## config.mk

```make
export PLATFORM = sky130hd
export DESIGN_NAME = apb_req_master
export DESIGN_NICKNAME = d
export VERILOG_FILES = /design/src/rtl/apb_req_master.sv
export SDC_FILE = /design/constraint.sdc
export NUM_CORES = 1
export LEC_CHECK = 0
export BUFFER_PORTS_ARGS = -buffer_cell sky130_fd_sc_hd__buf_2
export CAP_MARGIN = 30
export CORE_UTILIZATION = 25
export CTS_BUF_LIST = sky130_fd_sc_hd__clkbuf_8
export DETAILED_ROUTE_END_ITERATION = 8
export HOLD_SLACK_MARGIN = 0.06
export SYNTH_ARGS = -nofsm -noshare
export SYNTH_HDL_FRONTEND = slang
export SYNTH_SLANG_ARGS = --single-unit
```

## constraint.sdc

```tcl
create_clock -name HCLK -period 2.7 [get_ports HCLK]
set_input_delay 0.54 -clock HCLK [delete_from_list [all_inputs] [get_ports HCLK]]
set_output_delay 0.54 -clock HCLK [all_outputs]
set_load 0.01 [all_outputs]
```

## src/rtl/apb_req_master.sv

```systemverilog
// apb_req_master: bridges a single-request core port onto an APB3 requester.
// One transfer runs at a time: IDLE -> SETUP -> ACCESS (waits on PREADY) -> IDLE.
// The response is a one-cycle rvalid_o strobe in the cycle after completion.
// An optional wait-state timeout ends a stuck transfer with err_o = 1.
//
// Ports
//   HCLK, HRESETn          clock, asynchronous active-low reset
//   req_i/we_i/addr_i/     core request; accepted when gnt_o is high
//   wdata_i, gnt_o
//   rvalid_o/rdata_o/err_o response strobe, read data, error (held between strobes)
//   busy_o                 transfer in SETUP or ACCESS
//   PADDR/PWDATA/PWRITE/   APB3 requester outputs
//   PSEL/PENABLE
//   PRDATA/PREADY/PSLVERR  APB3 completer inputs, sampled only in ACCESS
module apb_req_master #(
  parameter int APB_ADDR_WIDTH = 12,
  parameter int TIMEOUT_CYCLES = 255
) (
  input  logic                      HCLK,
  input  logic                      HRESETn,
  input  logic                      req_i,
  input  logic                      we_i,
  input  logic [APB_ADDR_WIDTH-1:0] addr_i,
  input  logic [31:0]               wdata_i,
  output logic                      gnt_o,
  output logic                      rvalid_o,
  output logic [31:0]               rdata_o,
  output logic                      err_o,
  output logic                      busy_o,
  output logic [APB_ADDR_WIDTH-1:0] PADDR,
  output logic [31:0]               PWDATA,
  output logic                      PWRITE,
  output logic                      PSEL,
  output logic                      PENABLE,
  input  logic [31:0]               PRDATA,
  input  logic                      PREADY,
  input  logic                      PSLVERR
);

  typedef enum logic [1:0] {IDLE, SETUP, ACCESS} state_t;

  typedef struct packed {
    logic [APB_ADDR_WIDTH-1:0] addr;
    logic                      we;
    logic [31:0]               wdata;
  } req_t;

  localparam bit       TO_EN   = (TIMEOUT_CYCLES != 0);
  // Counter value seen in the last allowed wait cycle.
  localparam logic [7:0] TO_LAST = TO_EN ? 8'(TIMEOUT_CYCLES - 1) : 8'd0;

  state_t     state, state_nxt;
  req_t       req_q;
  logic [7:0] wait_cnt;
  logic       done_ok, done_to;

  always_ff @(posedge HCLK or negedge HRESETn) begin
    if (!HRESETn) state <= IDLE;
    else          state <= state_nxt;
  end

  always_comb begin
    state_nxt = state;
    gnt_o     = 1'b0;
    PSEL      = 1'b0;
    PENABLE   = 1'b0;
    done_ok   = 1'b0;
    done_to   = 1'b0;
    case (state)
      IDLE: begin
        gnt_o = req_i;
        if (req_i) state_nxt = SETUP;
      end
      SETUP: begin
        PSEL      = 1'b1;
        state_nxt = ACCESS;
      end
      ACCESS: begin
        PSEL    = 1'b1;
        PENABLE = 1'b1;
        // PREADY wins over a coincident timeout.
        done_ok = PREADY;
        done_to = !PREADY && TO_EN && (wait_cnt == TO_LAST);
        if (done_ok || done_to) state_nxt = IDLE;
      end
      default: state_nxt = IDLE;
    endcase
  end

  assign busy_o = PSEL;
  assign PADDR  = req_q.addr;
  assign PWRITE = req_q.we;
  assign PWDATA = req_q.wdata;

  always_ff @(posedge HCLK or negedge HRESETn) begin
    if (!HRESETn) begin
      req_q    <= '0;
      wait_cnt <= 8'd0;
      rvalid_o <= 1'b0;
      rdata_o  <= 32'd0;
      err_o    <= 1'b0;
    end else begin
      rvalid_o <= 1'b0;
      if (gnt_o) begin
        req_q.addr  <= addr_i;
        req_q.we    <= we_i;
        req_q.wdata <= we_i ? wdata_i : 32'd0;
      end
      if (state == SETUP)
        wait_cnt <= 8'd0;
      else if (state == ACCESS && !PREADY && wait_cnt != 8'hFF)
        wait_cnt <= wait_cnt + 8'd1;
      if (done_ok) begin
        rvalid_o <= 1'b1;
        err_o    <= PSLVERR;
        rdata_o  <= req_q.we ? 32'd0 : PRDATA;
      end else if (done_to) begin
        rvalid_o <= 1'b1;
        err_o    <= 1'b1;
        rdata_o  <= 32'd0;
      end
    end
  end

endmodule
```

* Word-level counts from Yosys, hierarchy flattened
Index checks and enable logic that the tools add are counted.
** Cells by class
- Add/sub/neg operators :: 1
- Eq/ne operators :: 6
- Multiplexer cells :: 18
- Reductions and logical operators :: 10
** Operators by type and width (number)
- $mux W32 :: 4
- $mux W8 :: 2
- $mux W1 :: 9
- $add A8 B1 Y8 const B :: 1
- $eq A8 B8 Y1 const B :: 1
- $ne A8 B8 Y1 const B :: 1
- $pmux W2 S3 :: 1
- $mux W2 :: 2
- $ne A2 B2 Y1 const B :: 2
- $reduce_bool A2 Y1 :: 2
- $logic_and A1 B1 Y1 :: 3
- $eq A2 B1 Y1 const B :: 1
- $eq A2 B2 Y1 const B :: 1
- $logic_not A2 Y1 :: 1
- $reduce_and A2 Y1 :: 1
- $reduce_or A2 Y1 :: 1
- $logic_not A1 Y1 :: 1
- $logic_or A1 B1 Y1 :: 1
** Storage, ports and cells
- Register bits :: 89
- Input bits :: 82
- Output and inout bits :: 83
- Word-level logic and storage cells :: 43

* Logic depth before layout (Yosys ltp)
- Word-level depth :: 5
- Depth in mapped cells :: 7
- Depth with buffers taken out :: 6

* Least setup slack after synthesis
Ideal clock, no wire load.
- Kind :: register to output
- Start :: register state[0]
- End :: output gnt_o
- Arrival time :: 1.214 ns
- Data required time :: 2.160 ns
- Setup slack :: 0.946 ns
- Cell stages (with the launch flop) :: 6
- Buffers on the path :: 1
- Cells stage by stage :: dfrtp_1 -> inv_1 -> ha_1 -> nand2_1 -> inv_2 -> buf_2
** On the way
- Cells in the longest elaborated chain, start to end :: 2
** RTL lines
- from (decl) :: RTL line 52 : state_t state, state_nxt;
- from (signal assigned) :: RTL line 59 : else state <= state_nxt;
- $logic_not A2 Y1 :: RTL line 69 : case (state)
- $mux W1 :: RTL line 69
- to (decl) :: RTL line 25 : output logic gnt_o,
Every way passes these cells.

* Worst setup path after layout
- Start :: register state[0]
- End :: output PENABLE
** On the way
- Cells in the longest elaborated chain, start to end :: 2
** RTL lines
- $eq A2 B2 Y1 :: RTL line 69
- $mux W1 :: RTL line 69
- to (decl) :: RTL line 34 : output logic PENABLE,
Every way passes these cells.

==> summary.txt <==
Logic synthesis
  • Post-synth EDFFs: 0
  • Distinct cell type count after synthesis: 43
  • Gate Count Post-Synth: 416
  • Syn_nets: 505
  • Post-Syn Area: 4180 um2
  • Async SR Flop Fraction: 100%
  • Ys flop type: dfrtp_1
  • Seq/Total Area, Yosys: 53.3%
  • Synth Area per Inst: 10.0 um2
  • Syn. warnings: 0
  • Number of synthesized register bits: 89

Die
  • Starting density of the core: 25.9%
  • FP Rows: 46
  • Core area: 16,100 um2
  • Die width: 131 um
  • Die height: 131 um
  • Die area: 17,200 um2
  • Top Ports: 165

Timing
  • Fin crit period: 2.22 ns
  • Fin crit share: 82.3%
  • Max-slew violations: 0
  • PnR worst setup slack: 0.479 ns
  • RSZ-0062 raised after global routing: false
  • Max Freq: 450 MHz
  • Final-report setup violation count: 0
  • Setup TNS: 0 ns
  • Final Hold Viols: 0
  • Least-Margin Pin Slew: 0.755 ns
  • Clock Skews: 0.0118 ns
  • Worst hold slack: 0.350 ns
  • Slew HR: 49.7%

Power and ir drop
  • Cell Int Power: 3.55 mW
  • P_sw: 2.19 mW
  • VDD IR-drop max: 0.468 mV
  • Pwr Density: 1070 nW/um2
  • Combinational Power Share: 43.3%
  • Reg power frac: 40.0%
  • Design Power: 5.74 mW
  • Sw Share: 38.2%
  • Clock power frac: 16.8%
  • Leak: 2.76 nW

Global route
  • Vias in the first global route: 3,386
  • Initial antenna violation count: 1
  • First-pass GRT wire length: 17.5 mm
  • Met1 track demand over resource: 16.3%
  • Largest net degree at the start of global routing: 46
  • Top Usage Layer GRT: met2
  • M2 GR Usage: 19.5%
  • Grt total ovfl: 0
  • Met3 Use GR: 5.48%
  • Total track usage: 12.7%

Clock tree
  • TritonCTS buffer count: 9
  • Clock Tree Root: clkbuf_8
  • Clock-pin slew on the worst setup and hold paths: 0.09 ns
  • Setup repair bufs after CTS: 0
  • CTS sink cnt: 89
  • Insertion delay to the later sink of the worst-skew pair: 0.37 ns
  • H-tree levels: 3
  • Cts hold-fix bufs: 1
  • CTS Buffer Depth: 2
  • Cts repair resizes: 0
  • CTS tree: built

Critical path
  • Critical R2R Launch: state[0]
  • Slowest cell on the critical path: dfrtp_1
  • CP Launch Type: register
  • Arrival time worst endpoint: 1.68 ns
  • CP required: 2.16 ns
  • Worst R2R End: rdata_o[8]
  • Worst Path Buf+Inv: 3
  • CP peak stage delay: 0.42 ns
  • Largest delay contributor family on the critical path: buffers and inverters
  • Worst path cell trace: inv_1 > ha_1 > buf_4 > buf_2
  • Worst Reg-to-Reg Cells: 6
  • R2r setup slk: 0.62 ns
  • WS Path Type: register to output port
  • CP Max Fanout: 40
  • CP endpoint kind: output port

Hold path
  • WHS Endpoint: PADDR[4]
  • Min-Delay Startpoint: addr_i[4]
  • Hold Path Stages: 3
  • Hold Crit Class: primary input to register

Placed design
  • Placer congestion estimate: 0.746
  • Placed Instances: 774
  • Placed Area: 5140 um2
  • Dpl hpwl: 7.38 mm
  • Count of input and output buffers: 164
  • Setup Slack @ Placement: 0.558 ns

Layout
  • Design area: 5360 um2
  • Highest-count cells in the layout ignoring fill and taps: buf_2, nand2_1, dfrtp_1
  • # diodes: 0
  • Fin cells: 791
  • Commonest non-fill, non-tap cell in the layout: buf_2
  • Post-layout util: 33.3%
  • Share of cells above drive strength 1: 34.8%
  • Nets: 659
  • Fill count: 1,698
  • Area Overhead vs Synth: 28.3%

Drt
  • Number of DRC markers in iteration 0: 104
  • Wire per inst: 13.4 um
  • Via count: 3,463
  • Antenna violation net count after detailed routing: 0
  • WL final: 10.6 mm
  • Vias/cell: 4.38
  • Drt drc: 0
  • TritonRoute pass-1 iters: 4

Outcome
  • Status: complete, no violations

Run
  • Max-cap violations: 0
[synthesized netlist by cell type (2+ instances only)]
| master | n | area, um2 |
|---|---|---|
| ha_1 | 7 | 87.6 |
| buf_4 | 3 | 22.5 |
| o211a_1 | 2 | 20.0 |
| nand2_1 | 106 | 398 |
| a31oi_1 | 4 | 25.0 |
| and2b_1 | 4 | 30.0 |
| dfrtp_1 | 89 | 2230 |
| inv_1 | 7 | 26.3 |
| nor2b_1 | 31 | 194 |
| clkbuf_1 | 8 | 30.0 |
| nor2_1 | 3 | 11.3 |
| o311ai_1 | 2 | 17.5 |
| a211oi_1 | 4 | 30.0 |
| a21oi_2 | 7 | 61.3 |
| nand4_1 | 3 | 18.8 |
| a21oi_1 | 27 | 135 |
| and4_1 | 2 | 17.5 |
| buf_6 | 8 | 90.1 |
| nand3_1 | 33 | 165 |
| and3_4 | 2 | 22.5 |
| and3_1 | 2 | 12.5 |
| nand2b_1 | 2 | 12.5 |
| buf_2 | 8 | 40.0 |
| a21bo_1 | 30 | 300 |
| and3b_1 | 4 | 35.0 |
[layout make-up]
| class | count | area [um2] | share of cell area [%] |
|---|---|---|---|
| inverter | 8 | 30.0 | 0.560 |
| clock inverter | 5 | 55.1 | 1.03 |
| timing repair buffer | 172 | 898 | 16.8 |
| multi-input combinational | 290 | 1730 | 32.3 |
| clock buffer | 11 | 151 | 2.82 |
| tap | 216 | 270 | 5.04 |
| sequential | 89 | 2230 | 41.5 |
[how the worst max path moves through the flow]
stage | start | endpoint | slack [ns] | depth (start not counted)
2_1_floorplan | state[0] | gnt_o | 0.95 | 5
3_3_place_gp | PREADY | rdata_o[8] | 0.61 | 5
3_5_place_dp | PREADY | rdata_o[5] | 0.56 | 5
4_1_cts | state[0] | PENABLE | 0.40 | 4
5_1_grt | state[0] | PENABLE | 0.30 | 4
6_report | state[0] | PENABLE | 0.48 | 4
[worst reg2reg max path: cells and delay by family, from the launching register on]
kind / cells / cell delay (ns)
AO/OA/AOI/OAI: 2 / 0.28
adder cells (fa/ha/maj): 1 / 0.18
buffers and inverters: 2 / 0.48
flip-flops: 1 / 0.42
AND/OR/NAND/NOR: 1 / 0.66
[kinds of logic after synthesis]
family	after synthesis	synth area share [%]
AO/OA/AOI/OAI	87	16.6
adder cells (fa/ha/maj)	7	2.10
buffers and inverters	37	5.30
flip-flops	89	53.3
multiplexers	1	0.270
AND/OR/NAND/NOR	195	22.5
[power by group through the flow]
stage / clock (mW) / sequential, mW / combinational [mW]
after floorplan: 0 / 2.55 / 1.33
after global placement: 0 / 2.30 / 2.49
after detailed placement: 0 / 2.31 / 2.54
after CTS: 1.01 / 2.30 / 2.53
after global routing: 1.06 / 2.38 / 2.78
final: 0.964 / 2.29 / 2.48
[sequential cells by signal, summed over array words and instances, names as in the netlist]
register,count
err_o,1
state,2
PWRITE,1
rvalid_o,1
wait_cnt,8
rdata_o,32
PADDR,12
PWDATA,32
[layer usage]
layer	wire [um]	part of all wire, %	vias up
li1	-	-	1706
met1	4880	46	1626
met2	4750	45	120
met3	837	7.9	9
met4	93	0.88	2
met5	13	0.12	-
No activity file was read; power rests on OpenSTA's default activity.
